**src/rtl/pool_relu_buffer.sv**
```systemverilog
// pool_relu_buffer: ReLU + max-pooling of MAC results into a small read FIFO.
module pool_relu_buffer #(
  parameter int DATA_WIDTH = 16,
  parameter int POOL_WIDTH = 4,
  parameter int FIFO_DEPTH = 8,
  parameter int ADDR_WIDTH = 3
) (
  input  logic                  clk,
  input  logic                  rst,
  input  logic                  result_ready,
  input  logic [DATA_WIDTH-1:0] mult_add_result,
  input  logic                  relu_en,
  input  logic [POOL_WIDTH-1:0] pool_size,
  input  logic                  rd_en,
  output logic [DATA_WIDTH-1:0] rd_data,
  output logic                  rd_valid,
  output logic                  fifo_empty,
  output logic                  fifo_full,
  output logic [ADDR_WIDTH:0]   fifo_count,
  output logic                  overflow
);
  // Maps float16 onto an unsigned scale so max-pooling is a plain compare.
  function automatic logic [DATA_WIDTH-1:0] key(input logic [DATA_WIDTH-1:0] x);
    return x[DATA_WIDTH-1] ? ~x : x | {1'b1, {(DATA_WIDTH-1){1'b0}}};
  endfunction
  logic [POOL_WIDTH-1:0] cnt, win_size, cur_win;
  logic [DATA_WIDTH-1:0] run_max, v, cand;
  logic [ADDR_WIDTH-1:0] wptr, rptr;
  logic [DATA_WIDTH-1:0] mem [FIFO_DEPTH];
  logic last, push, pop, wr;
  always_comb begin
    v          = (relu_en && mult_add_result[DATA_WIDTH-1]) ? '0 : mult_add_result;
    cur_win    = (cnt == '0) ? ((pool_size == '0) ? POOL_WIDTH'(1) : pool_size) : win_size;
    cand       = (cnt == '0 || key(v) > key(run_max)) ? v : run_max;
    last       = cnt == cur_win - POOL_WIDTH'(1);
    fifo_empty = fifo_count == '0;
    fifo_full  = fifo_count == (ADDR_WIDTH+1)'(FIFO_DEPTH);
    push       = result_ready && last;
    pop        = rd_en && !fifo_empty;
    wr         = push && (!fifo_full || pop);
  end
  always_ff @(posedge clk or negedge rst) begin
    if (!rst) begin
      cnt        <= '0;
      win_size   <= '0;
      run_max    <= '0;
      wptr       <= '0;
      rptr       <= '0;
      fifo_count <= '0;
      rd_data    <= '0;
      rd_valid   <= 1'b0;
      overflow   <= 1'b0;
    end else begin
      rd_valid   <= pop;
      fifo_count <= fifo_count + (ADDR_WIDTH+1)'(wr) - (ADDR_WIDTH+1)'(pop);
      if (pop) begin
        rd_data <= mem[rptr];
        rptr    <= rptr + 1'b1;
      end
      if (wr) wptr <= wptr + 1'b1;
      if (push && !wr) overflow <= 1'b1;
      if (result_ready) begin
        win_size <= cur_win;
        cnt      <= last ? '0 : cnt + 1'b1;
        if (!last) run_max <= cand;
      end
    end
  end
  always_ff @(posedge clk) begin
    if (wr) mem[wptr] <= cand;
  end
endmodule

```
**config.mk**
```make
export PLATFORM = sky130hd
export DESIGN_NAME = pool_relu_buffer
export DESIGN_NICKNAME = d
export VERILOG_FILES = /design/src/rtl/pool_relu_buffer.sv
export SDC_FILE = /design/constraint.sdc
export NUM_CORES = 1
export LEC_CHECK = 0
export CORE_MARGIN = 4
export CORE_UTILIZATION = 25
export DETAILED_ROUTE_END_ITERATION = 12
export PLACE_DENSITY = 0.45
export SLEW_MARGIN = 20
export SYNTH_ARGS = -nofsm -noshare
export SYNTH_HDL_FRONTEND = slang
export SYNTH_SLANG_ARGS = --single-unit
```
**constraint.sdc**
```tcl
create_clock -name clk -period 5.55 [get_ports clk]
set_clock_uncertainty 0.1 [all_clocks]
set_input_delay 0.555 -clock clk [delete_from_list [all_inputs] [get_ports clk]]
set_output_delay 0.555 -clock clk [all_outputs]
set_load 0.01 [all_outputs]
```
==> results of run 1 <==
power breakdown:
part / internal [W] / total (W) / switching (W) / leakage [nW]
Sequential: 0.00189 / 0.00216 / 0.000274 / 1.78
Combinational: 0.00103 / 0.00204 / 0.00101 / 1.45
Clock: 0.000655 / 0.00121 / 0.000558 / 0.292
Total: 0.00357 / 0.00541 / 0.00184 / 3.52
metrics by stage:
step	util	hold WS (ns)	instances	instance area [µm²]	setup WS [ns]
floorplan	-	0.159	512	8190	0.870
global placement	0.284	0.379	986	9210	0.617
detailed placement	0.284	0.374	986	9210	0.424
CTS	0.302	0.206	1018	9810	0.861
global route	0.302	0.235	1018	9810	0.446
finish	0.302	0.171	1018	9810	0.910
cell type report:
class	instances	area, µm²	share of cell area
clock buffers	19	443	0.0451
clock inverters	13	155	0.0158
multi-input cells	291	2900	0.296
flip-flops and latches	180	5150	0.525
repair buffers	59	558	0.0569
well taps	442	553	0.0564
inverters	14	52.6	0.00536
final timing paths:
path | endpoint | startpoint | cells after the start | slack [ns]
max in group asynchronous | rptr[0] | rst | 2 | 4.63
min reg2reg | overflow | overflow | 1 | 0.38
max | run_max[12] | mult_add_result[15] | 10 | 0.91
max reg2reg | run_max[12] | run_max[15] | 9 | 1.50
min | run_max[8] | rst | 2 | 0.17
min in group clk | overflow | overflow | 1 | 0.38
worst max-delay path: cells and delay by family:
kind / cells / cell delay (ns)
buffers and inverters: 1 / 0.84
multiplexers: 1 / 0.42
adder cells (fa/ha/maj): 1 / 0.47
AO/OA/AOI/OAI: 2 / 0.92
AND/OR/NAND/NOR: 5 / 1.62
layer usage:
layer | wire (µm) | GRT usage | part of all wire
met5 | 0 | 0 | 0
met4 | 201 | 0.0311 | 0.011
met3 | 441 | 0.0201 | 0.025
met2 | 8580 | 0.169 | 0.49
met1 | 8320 | 0.138 | 0.47
sequential cells by signal, summed over array words and instances (netlist names):
register / flops
mem: 128
rd_data: 16
run_max: 16
cnt: 4
fifo_count: 4
win_size: 4
rptr: 3
wptr: 3
overflow: 1
rd_valid: 1
Yosys cell counts (all sizes together) (2+ instances only):
cell / count / share of area
edfxtp: 128 / 0.47
dfrtp: 52 / 0.16
mux2: 39 / 0.058
mux2i: 33 / 0.040
mux4: 32 / 0.088
ha: 25 / 0.038
a21oi: 24 / 0.015
nor2: 23 / 0.011
nand2: 21 / 0.0096
xnor2: 19 / 0.020
clkbuf: 17 / 0.0078
and2: 15 / 0.011
inv: 13 / 0.0060
buf: 10 / 0.0069
o21ai: 10 / 0.0061
nor3: 6 / 0.0037
nor4: 5 / 0.0053
xor2: 5 / 0.0053
nand2b: 4 / 0.0031
a21o: 2 / 0.0018
a221o: 2 / 0.0024
nand3: 2 / 0.0012
nand4: 2 / 0.0015
nor2b: 2 / 0.0015
nor4b: 2 / 0.0029
o211ai: 2 / 0.0018
kinds of logic (layout without fill, tap and decap cells):
logic type,count (synthesis),count (layout),share of synthesized area
muxes,104,104,0.187
buffers and inverters,41,105,0.0211
DFF,180,180,0.628
and+or+nand+nor,90,90,0.0627
xor gates and xnor gates,24,24,0.0257
adders and majority gates,26,26,0.0406
AOI/OAI and AO/OA,47,47,0.0350
==> results.md, run 1 <==
- Cell chain of the critical path: clkdlybuf4s50_1 > nand2b_1 > ha_1 > nand2_1 > nor4_1 > nand3_1 > a21oi_1 > o32a_1 > nand3b_4 > mux2_4
- Number of filler cells placed in the layout: 3,176
- Die area: 35,700 µm²
- Starting DRC count in detailed routing: 174
- Core ar.: 32,500 µm²
- Number of optimization iterations in the first detailed-route pass: 5
- Vias in the first global route: 4,781
- Area added between synthesis and finish: 19.8%
- Cell area power density: 552 nW/µm²
- Most common library cell in the layout ignoring fill and taps: sky130_fd_sc_hd__edfxtp_1
- Worst-case vdd ir drop: 0.226 mV
- HPWL after detailed placement: 11,400 µm
- Synth Flop Type: sky130_fd_sc_hd__edfxtp_1
- Num Clock Sinks: 180
- Least-Margin Pin Slew: 0.927 ns
- Type of destination of the critical path: flip-flop
- Detailed-route DRC error count: 0
- Run status: completed
- PostCTS Resize Cnt: 0
- CP max stage delay: 0.84 ns
- Synth Net Count: 563
- Summed instance area of the synthesized netlist: 8190 µm²
- Leakage dissipation: 3.52 nW
- Count of H-tree levels built during CTS: 4
- Syn avg cell area: 16.0 µm²
- Top Ports: 49
- Net count, final: 614
- Slew margin rel.: 0.378
- Count of pins over their slew limit: 0
- Total design power: 0.00541 W
- Ant. Diodes: 0
- Via count normalized by instance count: 4.25
- CP max stage cell: sky130_fd_sc_hd__clkdlybuf4s50_1
- Hold_buf cts: 0
- Total of buffers placed on input and output ports: 48
- Routability congestion estimate from global placement: 0.771
- Setup repair after global routing missed its margin: no
- Starting density of the core: 0.252
- Reg clk slew, reported paths: 0.07 ns
- Layout cell share with drive strength beyond 1: 0.227
- Worst setup path category: primary input to flip-flop
- Number of unique standard cell types used by synthesis: 50
- Part of the Yosys area used for sequential elements: 0.628
- Required time of the worst setup path: 5.76 ns
- Yosys warns: 0
- Biggest fanout along the worst timing path: 18
- Number of cells produced by synthesis: 512
- Post-Route WL: 17,500 µm
- Antenna violations before repair: 0
- Overall fraction of global-route tracks in use: 0.102
- Buffers inserted by post-CTS timing repair: 0
- Highest achievable clock rate: 216 MHz
- Residual overflow from global routing: 0
- Source-to-sink clock delay at the later pin of the worst-skew pair: 0.42 ns
- Final critical path time including I/O delays and setup: 4.64 ns
- Final period util: 0.836
- Routed len/inst: 17.2 µm
- Number of standard-cell rows in the floorplan: 66
- Number of synthesized register bits: 180
- Final setup violation count: 0
- Clock tree from TritonCTS: yes
- Die span in x: 189 µm
- Commonest cells after routing, fill and taps aside: sky130_fd_sc_hd__edfxtp_1, sky130_fd_sc_hd__dfrtp_1, sky130_fd_sc_hd__clkdlybuf4s50_1, sky130_fd_sc_hd__mux2i_1, sky130_fd_sc_hd__mux4_2
- Worst EP arrival: 4.85 ns
- Setup_tns: 0 ns
- EDFF count, synth: 128
- Pin count of the biggest net entering global routing: 53
- Max-capacitance violation count: 0
- Class of the tightest hold or removal check: primary input to asynchronous set/reset pin
- Routed Antenna Nets: 0
- Maximum clock path buffer count: 2
- Die Span Y: 189 µm
- Setup crit start kind: primary input
- Clk Tree Root Cell: sky130_fd_sc_hd__clkbuf_16
- Via total after detailed routing: 4,328
- Global-route wire length before repair: 28,100 µm
- Share of synthesized flip-flops with an asynchronous set or reset: 0.289
- CTS Buf Count: 17
- Count of endpoints failing hold in the final timing report: 0
Note: power is estimated with default switching activity, not from simulation.
==> run 2, diff against run 1 <==
==> constraint.sdc (replaced) <==
create_clock -name clk -period 4.7 [get_ports clk]
set_clock_uncertainty 0.1 [all_clocks]
set_input_delay 0.47 -clock clk [delete_from_list [all_inputs] [get_ports clk]]
set_output_delay 0.47 -clock clk [all_outputs]
set_load 0.01 [all_outputs]
==> run 2 against run 1 <==
Sequential cell count unchanged. Power up 19%. Sequential share of layout area is 0.28 points lower. Critical path type is now flip-flop to flip-flop. Critical endpoint is now fifo_count[2].
==> results.md, run 2 (synthesis results as in run 1) <==
- Die Span Y: 189 µm (unchanged)
- Layout cell share with drive strength beyond 1: 0.231 (+0.00360)
- Register with the most flip-flops: mem
- Setup repair after global routing missed its margin: no
- Type of destination of the critical path: flip-flop
- Post-place setup slack: 0.485 ns (+0.0603 ns)
- CTS Buf Count: 17 (unchanged)
- Routed len/inst: 17.6 µm (+2.2%)
- FF/Latch Area: 5150 µm² (unchanged)
- Source-to-sink clock delay at the later pin of the worst-skew pair: 0.43 ns (about the same)
- Maximum clock path buffer count: 2 (unchanged)
- Leakage dissipation: 3.55 nW (+0.74%)
- CP max stage delay: 0.55 ns (-0.29 ns)
- Met2 Use GR: 0.174 (+0.00498)
- Run status: completed
- Core ar.: 32,500 µm² (unchanged)
- Die area: 35,700 µm² (unchanged)
- Die span in x: 189 µm (unchanged)
- Residual overflow from global routing: 0 (unchanged)
- Final critical path time including I/O delays and setup: 3.93 ns
- Via total after detailed routing: 4,336 (+0.18%)
- Flip-flop count of the largest register after layout: 128 (unchanged)
- Number of filler cells placed in the layout: 3,221 (+1.4%)
- Source of the worst register-to-register timing path: cnt[0]
- Worst setup path category: flip-flop to flip-flop
- Number of optimization iterations in the first detailed-route pass: 5 (unchanged)
- PostCTS Resize Cnt: 0 (unchanged)
- Cell chain of the critical path: inv_1 > ha_1 > or4b_4 > o32ai_2 > mux2_1 > mux2_4 > or3b_1 > o21ai_0 > ha_1 > inv_1 > fa_1 > xnor2_1
- Top flop regs: mem (128), rd_data (16), run_max (16)
- Class of the tightest hold or removal check: primary input to asynchronous set/reset pin
- Slew margin rel.: 0.347 (-0.0314)
- R2R Path End: fifo_count[2]
- Count of endpoints failing hold in the final timing report: 0 (unchanged)
- Post-Route WL: 18,000 µm (+2.6%)
- Starting density of the core: 0.252 (unchanged)
- Top Ports: 49 (unchanged)
- Hold_buf cts: 0 (unchanged)
- Ant. Diodes: 0 (unchanged)
- Final period util: 0.836
- Final worst slack: 0.771 ns (-0.139 ns)
- Area of combinational cells with multiple inputs: 2900 µm² (unchanged)
- Antenna violations before repair: 0 (unchanged)
- Number of standard-cell rows in the floorplan: 66 (unchanged)
- Least-Margin Pin Slew: 0.974 ns (+0.0469 ns)
- Setup_tns: 0 ns (unchanged)
- Routed Antenna Nets: 0 (unchanged)
- Overall fraction of global-route tracks in use: 0.106 (+0.00310)
- Count of cells along the worst register-to-register path: 12 (+3)
- Total of buffers placed on input and output ports: 48 (unchanged)
- Via count normalized by instance count: 4.24 (-0.21%)
- Grt met3 use: 0.0229 (+0.00277)
- Met1 GRT Util: 0.141 (+0.00394)
- CP max stage cell: sky130_fd_sc_hd__or3b_1
- Commonest cells after routing, fill and taps aside: sky130_fd_sc_hd__edfxtp_1, sky130_fd_sc_hd__dfrtp_1, sky130_fd_sc_hd__clkdlybuf4s50_1, sky130_fd_sc_hd__mux2i_1, sky130_fd_sc_hd__mux4_2
- Global-route wire length before repair: 28,600 µm (+1.8%)
- Cell area power density: 654 nW/µm² (+19%)
- Worst EP arrival: 4.14 ns (-0.71 ns)
- Detailed-route DRC error count: 0 (unchanged)
- Final setup violation count: 0 (unchanged)
- Area added between synthesis and finish: 20.5%
- Pin count of the biggest net entering global routing: 53 (unchanged)
- Count of H-tree levels built during CTS: 4 (unchanged)
- Max-capacitance violation count: 0 (unchanged)
- Clock tree from TritonCTS: yes
- Setup crit start kind: flip-flop
- Num Clock Sinks: 180 (unchanged)
- Most common library cell in the layout ignoring fill and taps: sky130_fd_sc_hd__edfxtp_1
- Count of pins over their slew limit: 0 (unchanged)
- Vias in the first global route: 4,736 (-0.94%)
- Starting DRC count in detailed routing: 171 (-1.7%)
- Net count, final: 618 (+0.65%)
- Most used routing layer in global routing: met2
- Highest achievable clock rate: 255 MHz
- Required time of the worst setup path: 4.92 ns (-0.84 ns)
- Worst-case vdd ir drop: 0.250 mV (+11%)
- Routability congestion estimate from global placement: 0.723 (-6.2%)
- Biggest fanout along the worst timing path: 7 (-11)
- Clk Tree Root Cell: sky130_fd_sc_hd__clkbuf_16
- Reg clk slew, reported paths: 0.07 ns (about the same)
- HPWL after detailed placement: 11,800 µm (+3.4%)
- Register-to-register setup slack: 0.77 ns (-0.73 ns)
- Buffers inserted by post-CTS timing repair: 0 (unchanged)
run 2: cell count changes in the layout (fill, tap and decap cells not counted), sizes merged:
cell	previous run	this run
clkinv	5	3
inv	20	18
clkinvlp	1	2
clkbuf	19	21
bufinv	1	2
buf	12	16
run 2: worst max-delay path by stage:
| stage | start | endpoint | slack (ns) | depth (start not counted) |
|---|---|---|---|---|
| after floorplan | cnt[0] | mem[4][0] | 0.02 | 9 |
| after global placement | relu_en | mem[0][10] | 0.59 | 11 |
| after detailed placement | pool_size[1] | mem[4][11] | 0.48 | 9 |
| after CTS | cnt[0] | mem[4][6] | 0.75 | 10 |
| after global routing | cnt[0] | mem[4][7] | 0.57 | 10 |
| final | cnt[0] | fifo_count[2] | 0.77 | 12 |
run 2: report_power, final:
| group | switching, W | internal (W) | leakage (nW) |
|---|---|---|---|
| logic | 0.00116 | 0.00123 | 1.47 |
| clock network | 0.000615 | 0.000860 | 0.299 |
| registers | 0.000356 | 0.00223 | 1.78 |
run 2: area by class of cell:
cell class / count / area share
inverters: 14 / 0.00533
clock inverters: 11 / 0.0140
repair buffers: 63 / 0.0596
flip-flops and latches: 180 / 0.522
multi-input cells: 291 / 0.294
clock buffers: 21 / 0.0490
well taps: 442 / 0.0561
run 2: worst max-delay path: cells and delay by family (launching register included):
family                     cells  cell delay, ns
adders and majority gates      3            0.82
xor gates and xnor gates       1            0.13
muxes                          2            0.64
DFF                            1            0.43
AOI/OAI and AO/OA              2            0.47
and+or+nand+nor                2            1.06
buffers and inverters          2            0.16
run 2: per-stage QoR:
step / power, W / area (µm²) / std cells / utilization / hold WS [ns]
2_1_floorplan: 0.00427 / 8190 / 512 / - / 0.0744
3_3_place_gp: 0.00502 / 9240 / 990 / 0.285 / 0.383
3_5_place_dp: 0.00507 / 9240 / 990 / 0.285 / 0.380
4_1_cts: 0.00658 / 9860 / 1022 / 0.304 / 0.104
5_1_grt: 0.00691 / 9860 / 1022 / 0.304 / 0.138
6_report: 0.00645 / 9860 / 1022 / 0.304 / 0.0759
run 2: metal layers:
layer,vias to the layer above,part of all wire
met2,52,0.48
met5,-,0
met3,13,0.031
li1,2053,-
met4,0,0.012
met1,2218,0.47
